<file path="src/rtl/riscv_mon_pkg.sv">
// Shared types and constants for the RV32IM store-port self-check monitor.
package riscv_mon_pkg;

  typedef enum logic [1:0] {
    RUN     = 2'd0,
    PASS    = 2'd1,
    FAIL    = 2'd2,
    TIMEOUT = 2'd3
  } mon_state_t;

  // The LED byte is {status, store_count[5:0]}.
  localparam int LED_STATUS_LSB = 6;
  localparam int LED_STATUS_W   = 2;
  localparam int LED_COUNT_LSB  = 0;
  localparam int LED_COUNT_W    = 6;

endpackage

</file>
<file path="src/rtl/riscv_store_monitor.sv">
// Watches the data-memory store port and reaches a sticky PASS/FAIL/TIMEOUT verdict.
// The verdict, counters and LED byte are all driven straight from registers.
module riscv_store_monitor
  import riscv_mon_pkg::*;
#(
  parameter logic [31:0] PASS_ADDR      = 32'd100,
  parameter logic [31:0] PASS_DATA      = 32'd25,
  parameter logic [31:0] SCRATCH_ADDR   = 32'd96,
  parameter logic [31:0] TIMEOUT_CYCLES = 32'd1000
) (
  input  logic        clk,
  input  logic        reset,
  input  logic        MemWrite,
  input  logic [31:0] DataAdr,
  input  logic [31:0] WriteData,
  output logic [1:0]  status,
  output logic        done,
  output logic [31:0] cycles,
  output logic [15:0] store_count,
  output logic [31:0] fail_addr,
  output logic [31:0] fail_data,
  output logic [7:0]  led
);

  mon_state_t  state_q, state_d;
  logic [31:0] cycles_q;
  logic [15:0] store_count_q;
  logic [31:0] fail_addr_q, fail_data_q;

  logic pass_hit, scratch_hit, timeout_hit;
  logic count_inc, fail_capture;

  assign pass_hit    = (DataAdr == PASS_ADDR) && (WriteData == PASS_DATA);
  assign scratch_hit = (DataAdr == SCRATCH_ADDR);
  // Timeout fires on the edge that moves cycles up to TIMEOUT_CYCLES.
  assign timeout_hit = (cycles_q == (TIMEOUT_CYCLES - 32'd1));

  always_comb begin
    state_d      = state_q;
    count_inc    = 1'b0;
    fail_capture = 1'b0;
    case (state_q)
      RUN: begin
        count_inc = MemWrite;
        // A decisive store on the same edge as the timeout takes priority.
        if (MemWrite && pass_hit) begin
          state_d = PASS;
        end else if (MemWrite && !scratch_hit) begin
          state_d      = FAIL;
          fail_capture = 1'b1;
        end else if (timeout_hit) begin
          state_d = TIMEOUT;
        end
      end
      default: state_d = state_q;
    endcase
  end

  always_ff @(posedge clk) begin
    if (reset) begin
      state_q       <= RUN;
      cycles_q      <= 32'd0;
      store_count_q <= 16'd0;
      fail_addr_q   <= 32'd0;
      fail_data_q   <= 32'd0;
    end else begin
      state_q <= state_d;
      if (state_q == RUN) begin
        cycles_q <= cycles_q + 32'd1;
      end
      if (count_inc && (store_count_q != 16'hFFFF)) begin
        store_count_q <= store_count_q + 16'd1;
      end
      if (fail_capture) begin
        fail_addr_q <= DataAdr;
        fail_data_q <= WriteData;
      end
    end
  end

  assign status      = state_q;
  assign done        = (state_q != RUN);
  assign cycles      = cycles_q;
  assign store_count = store_count_q;
  assign fail_addr   = fail_addr_q;
  assign fail_data   = fail_data_q;

  assign led[LED_STATUS_LSB +: LED_STATUS_W] = state_q;
  assign led[LED_COUNT_LSB  +: LED_COUNT_W]  = store_count_q[LED_COUNT_W-1:0];

endmodule

</file>
<file path="config.mk">
export PLATFORM = sky130hd
export DESIGN_NAME = riscv_store_monitor
export DESIGN_NICKNAME = d
export VERILOG_FILES = /design/src/rtl/riscv_mon_pkg.sv /design/src/rtl/riscv_store_monitor.sv
export SDC_FILE = /design/constraint.sdc
export NUM_CORES = 1
export LEC_CHECK = 0
export ABC_AREA = 1
export BUFFER_PORTS_ARGS = -buffer_cell sky130_fd_sc_hd__buf_4
export CAP_MARGIN = 20
export CORE_MARGIN = 2
export CORE_UTILIZATION = 30
export CTS_CLUSTER_SIZE = 25
export DETAILED_ROUTE_END_ITERATION = 16
export GPL_ROUTABILITY_DRIVEN = 0
export PLACE_DENSITY_LB_ADDON = 0.08
export SYNTH_ARGS = -nofsm -noshare
export SYNTH_HDL_FRONTEND = slang
export SYNTH_SLANG_ARGS = --single-unit
</file>
<file path="constraint.sdc">
create_clock -name clk -period 3 [get_ports clk]
set_clock_uncertainty 0.2 [all_clocks]
set_input_delay 0.6 -clock clk [delete_from_list [all_inputs] [get_ports clk]]
set_output_delay 0.6 -clock clk [all_outputs]
set_load 0.02 [all_outputs]
</file>
==> impl_metrics.toml <==
[run_status]
status = "completed"

[cells_and_area]
syn_to_final_growth_pct = 39.1
multiInputGateArea_um2 = 2680
nFillCells = 2020
final_cells = 1317
regArea_um2 = 2280
utilization_pct = 42.4
antenna_cells = 0
layout-drive-gt1-share_pct = 23.0
fin_area_um2 = 7910
nNetsFinal = 1139

[clocking]
cts_hold_buffers = 0
cts_resized = 0
postCtsSetupBuffers = 0
h-tree-depth = 4
cts_sinks = 114
cts_root_buf = "clkbuf_16"
clock_latency_ns = 0.42
cts_tree = "built"
clockBufferDepth = 2
numCtsBuffers = 17
cts.clk_slew.worst_paths_ns = 0.06

[placement]
dp_hpwl_um = 12200
pre_cts_slack_ns = 0.478
dp.cells = 1285
portBuffers = 189
place_area_um2 = 7240

[power_and_ir_drop]
p_leak_nw = 3.83
ir_worst_vdd_mv = 0.400
powerDensity_nw_per_um2 = 599
p_total_mw = 4.74

[yosys]
synth_edf_count = 0
yosys_warnings = 0
synth-seq-cells = 114
yosys-top-cells-count = "nand2_1 (240), nor2_1 (222), inv_1 (120)"
synth-seq-area-share_pct = 40.1
async_reset_ff_share_pct = 0
syn_nets = 960
synthCells = 891
synth.most_common_cell = "nand2_1"
syn-cell-area_um2 = 5690
synth_area_leader_cell = "dfxtp_1"
synthTopCellsByArea = "dfxtp_1 (40%), nand2_1 (16%), nor2_1 (15%)"
dominantRegCellSynth = "dfxtp_1"
synth_top_area_share_pct = 40.1
avgSynthCellArea_um2 = 6.39
synth_cell_types = 33

[critical_path]
end_kind = "register"
cp.depth = 8
reg2reg_slack_ns = 0.80
cp_max_fo = 41
critPathRequiredTime_ns = 3.11
start_kind = "register"
crit_start = "status[1]$_SDFFE_PP0P_"
crit_chain = "inv_1 -> nand2_2 -> clkinv_1 -> nand3_4 -> buf_12 -> nand2_1 -> nand2_1 -> nor2_1"
crit_family = "simple AND/OR/NAND/NOR gates"
slowest_stage = "nand3_4"
cp.arrival_ns = 2.31
cp_num_buf_inv = 3
criticalPathCategory = "register to register"
reg2reg_depth = 8
r2r-start = "status[1]$_SDFFE_PP0P_"
crit_top_cell = "nand2_1"
cpPeakStageDelay_ns = 0.42

[route]
dr.pass1.iters = 6
dr.first_iter.drc_count = 290
ant_nets = 0
vias = 5644
totalWireLength_um = 16300
drc_errors = 0
avgViaCountPerCell = 4.29
wl_per_cell_um = 12.4

[sta]
rsz0062_at_grt = "no"
holdWs_ns = 0.217
relSlewSlack_pct = 68.5
setup_viol = 0
post-route-min-period_ns = 2.20
finalWorstSetupSlack_ns = 0.800
finalSetupTns_ns = 0
max_freq_mhz = 455
period_share_pct = 73.3
worstMarginPinSlew_ns = 0.468
finalHoldViolations = 0
finalMaxSlewViolations = 0

[worst_hold_path]
min_from = "WriteData[8]"
hold_class = "input port to register"
holdPathStages = 3

[job]
drv_cap = 0

[die]
die_h_um = 142
io-pin-count = 190
dieWidth_um = 142
core_area_um2 = 18600
die-area_um2 = 20100
core.rowCount = 50
start_util_pct = 30.5

[grt]
grt-ovfl-total = 0
grt_pass1_wl_um = 26300
grt_pass1_vias = 5232
antenna_found_initial = 0
track_usage_pct = 16.6
grt_start_max_net_pins = 65
-- cell usage in the layout, fill, tap and decap left out, drive strengths merged --
| master | instances |
|---|---|
| nand2 | 246 |
| nor3 | 23 |
| nand4 | 11 |
| clkinv | 4 |
| nor2b | 1 |
| bufinv | 6 |
| clkinvlp | 1 |
| ha | 2 |
| a221oi | 1 |
| nand3 | 30 |
| a21oi | 37 |
| o21bai | 1 |
| nor2 | 230 |
| inv | 123 |
| or2 | 1 |
| clkbuf | 22 |
| buf | 195 |
| nor3b | 1 |
| nand3b | 3 |
| dfxtp | 114 |
| xor2 | 7 |
| o21a | 1 |
| o21ai | 23 |
-- state kept, by name, summed over array words and instances, names as in the netlist --
| name | count |
|---|---|
| cycles | 32 |
| fail_data | 32 |
| fail_addr | 32 |
| status | 2 |
| store_count | 16 |
-- worst paths after layout --
| check | endpoint |
|---|---|
| setup / recovery | fail_addr[7]$_SDFFE_PP0P_ |
| setup reg to reg | fail_addr[7]$_SDFFE_PP0P_ |
| hold / removal | fail_data[8]$_SDFFE_PP0P_ |
| hold reg to reg | store_count[15]$_SDFFE_PP0P_ |
-- worst reg2reg max path, stage by stage (launching register included) --
cell and delay (ns):
dfxtp_1 0.38, inv_1 0.08, nand2_2 0.22, clkinv_1 0.36, nand3_4 0.42, buf_12 0.26, nand2_1 0.08, nand2_1 0.06
nor2_1 0.04
-- final cells by class --
class	instances	share of cell area [%]
multi-input combinational	618	33.9
sequential	114	28.8
timing repair buffer	195	19.1
clock buffer	22	5.99
inverter	124	5.88
tap	234	3.70
clock inverter	10	2.56
-- where the power goes --
part | switching [mW] | internal, mW
clock | 0.719 | 1.62
sequential | 0.0578 | 1.61
combinational | 0.429 | 0.300
total | 1.21 | 3.53
-- routing by layer --
layer | share of wire, % | vias up | routed length, µm | global-route usage [%]
li1 | - | 3055 | - | -
met1 | 48 | 2452 | 7800 | 21.7
met2 | 46 | 125 | 7520 | 27.0
met3 | 4.9 | 12 | 793 | 4.49
met4 | 1.2 | 0 | 189 | 4.26
met5 | 0 | - | 0 | 0
-- logic make-up (layout without fill, tap and decap cells) --
kind of cell,Yosys count,after routing,synth area share [%]
buffers and inverters,159,351,12.9
DFF,114,114,40.1
AOI/OAI and AO/OA,63,63,5.76
xor gates and xnor gates,7,7,1.08
adders and majority gates,2,2,0.440
and+or+nand+nor,546,546,39.7
Note: power is estimated with default switching activity, not from simulation.
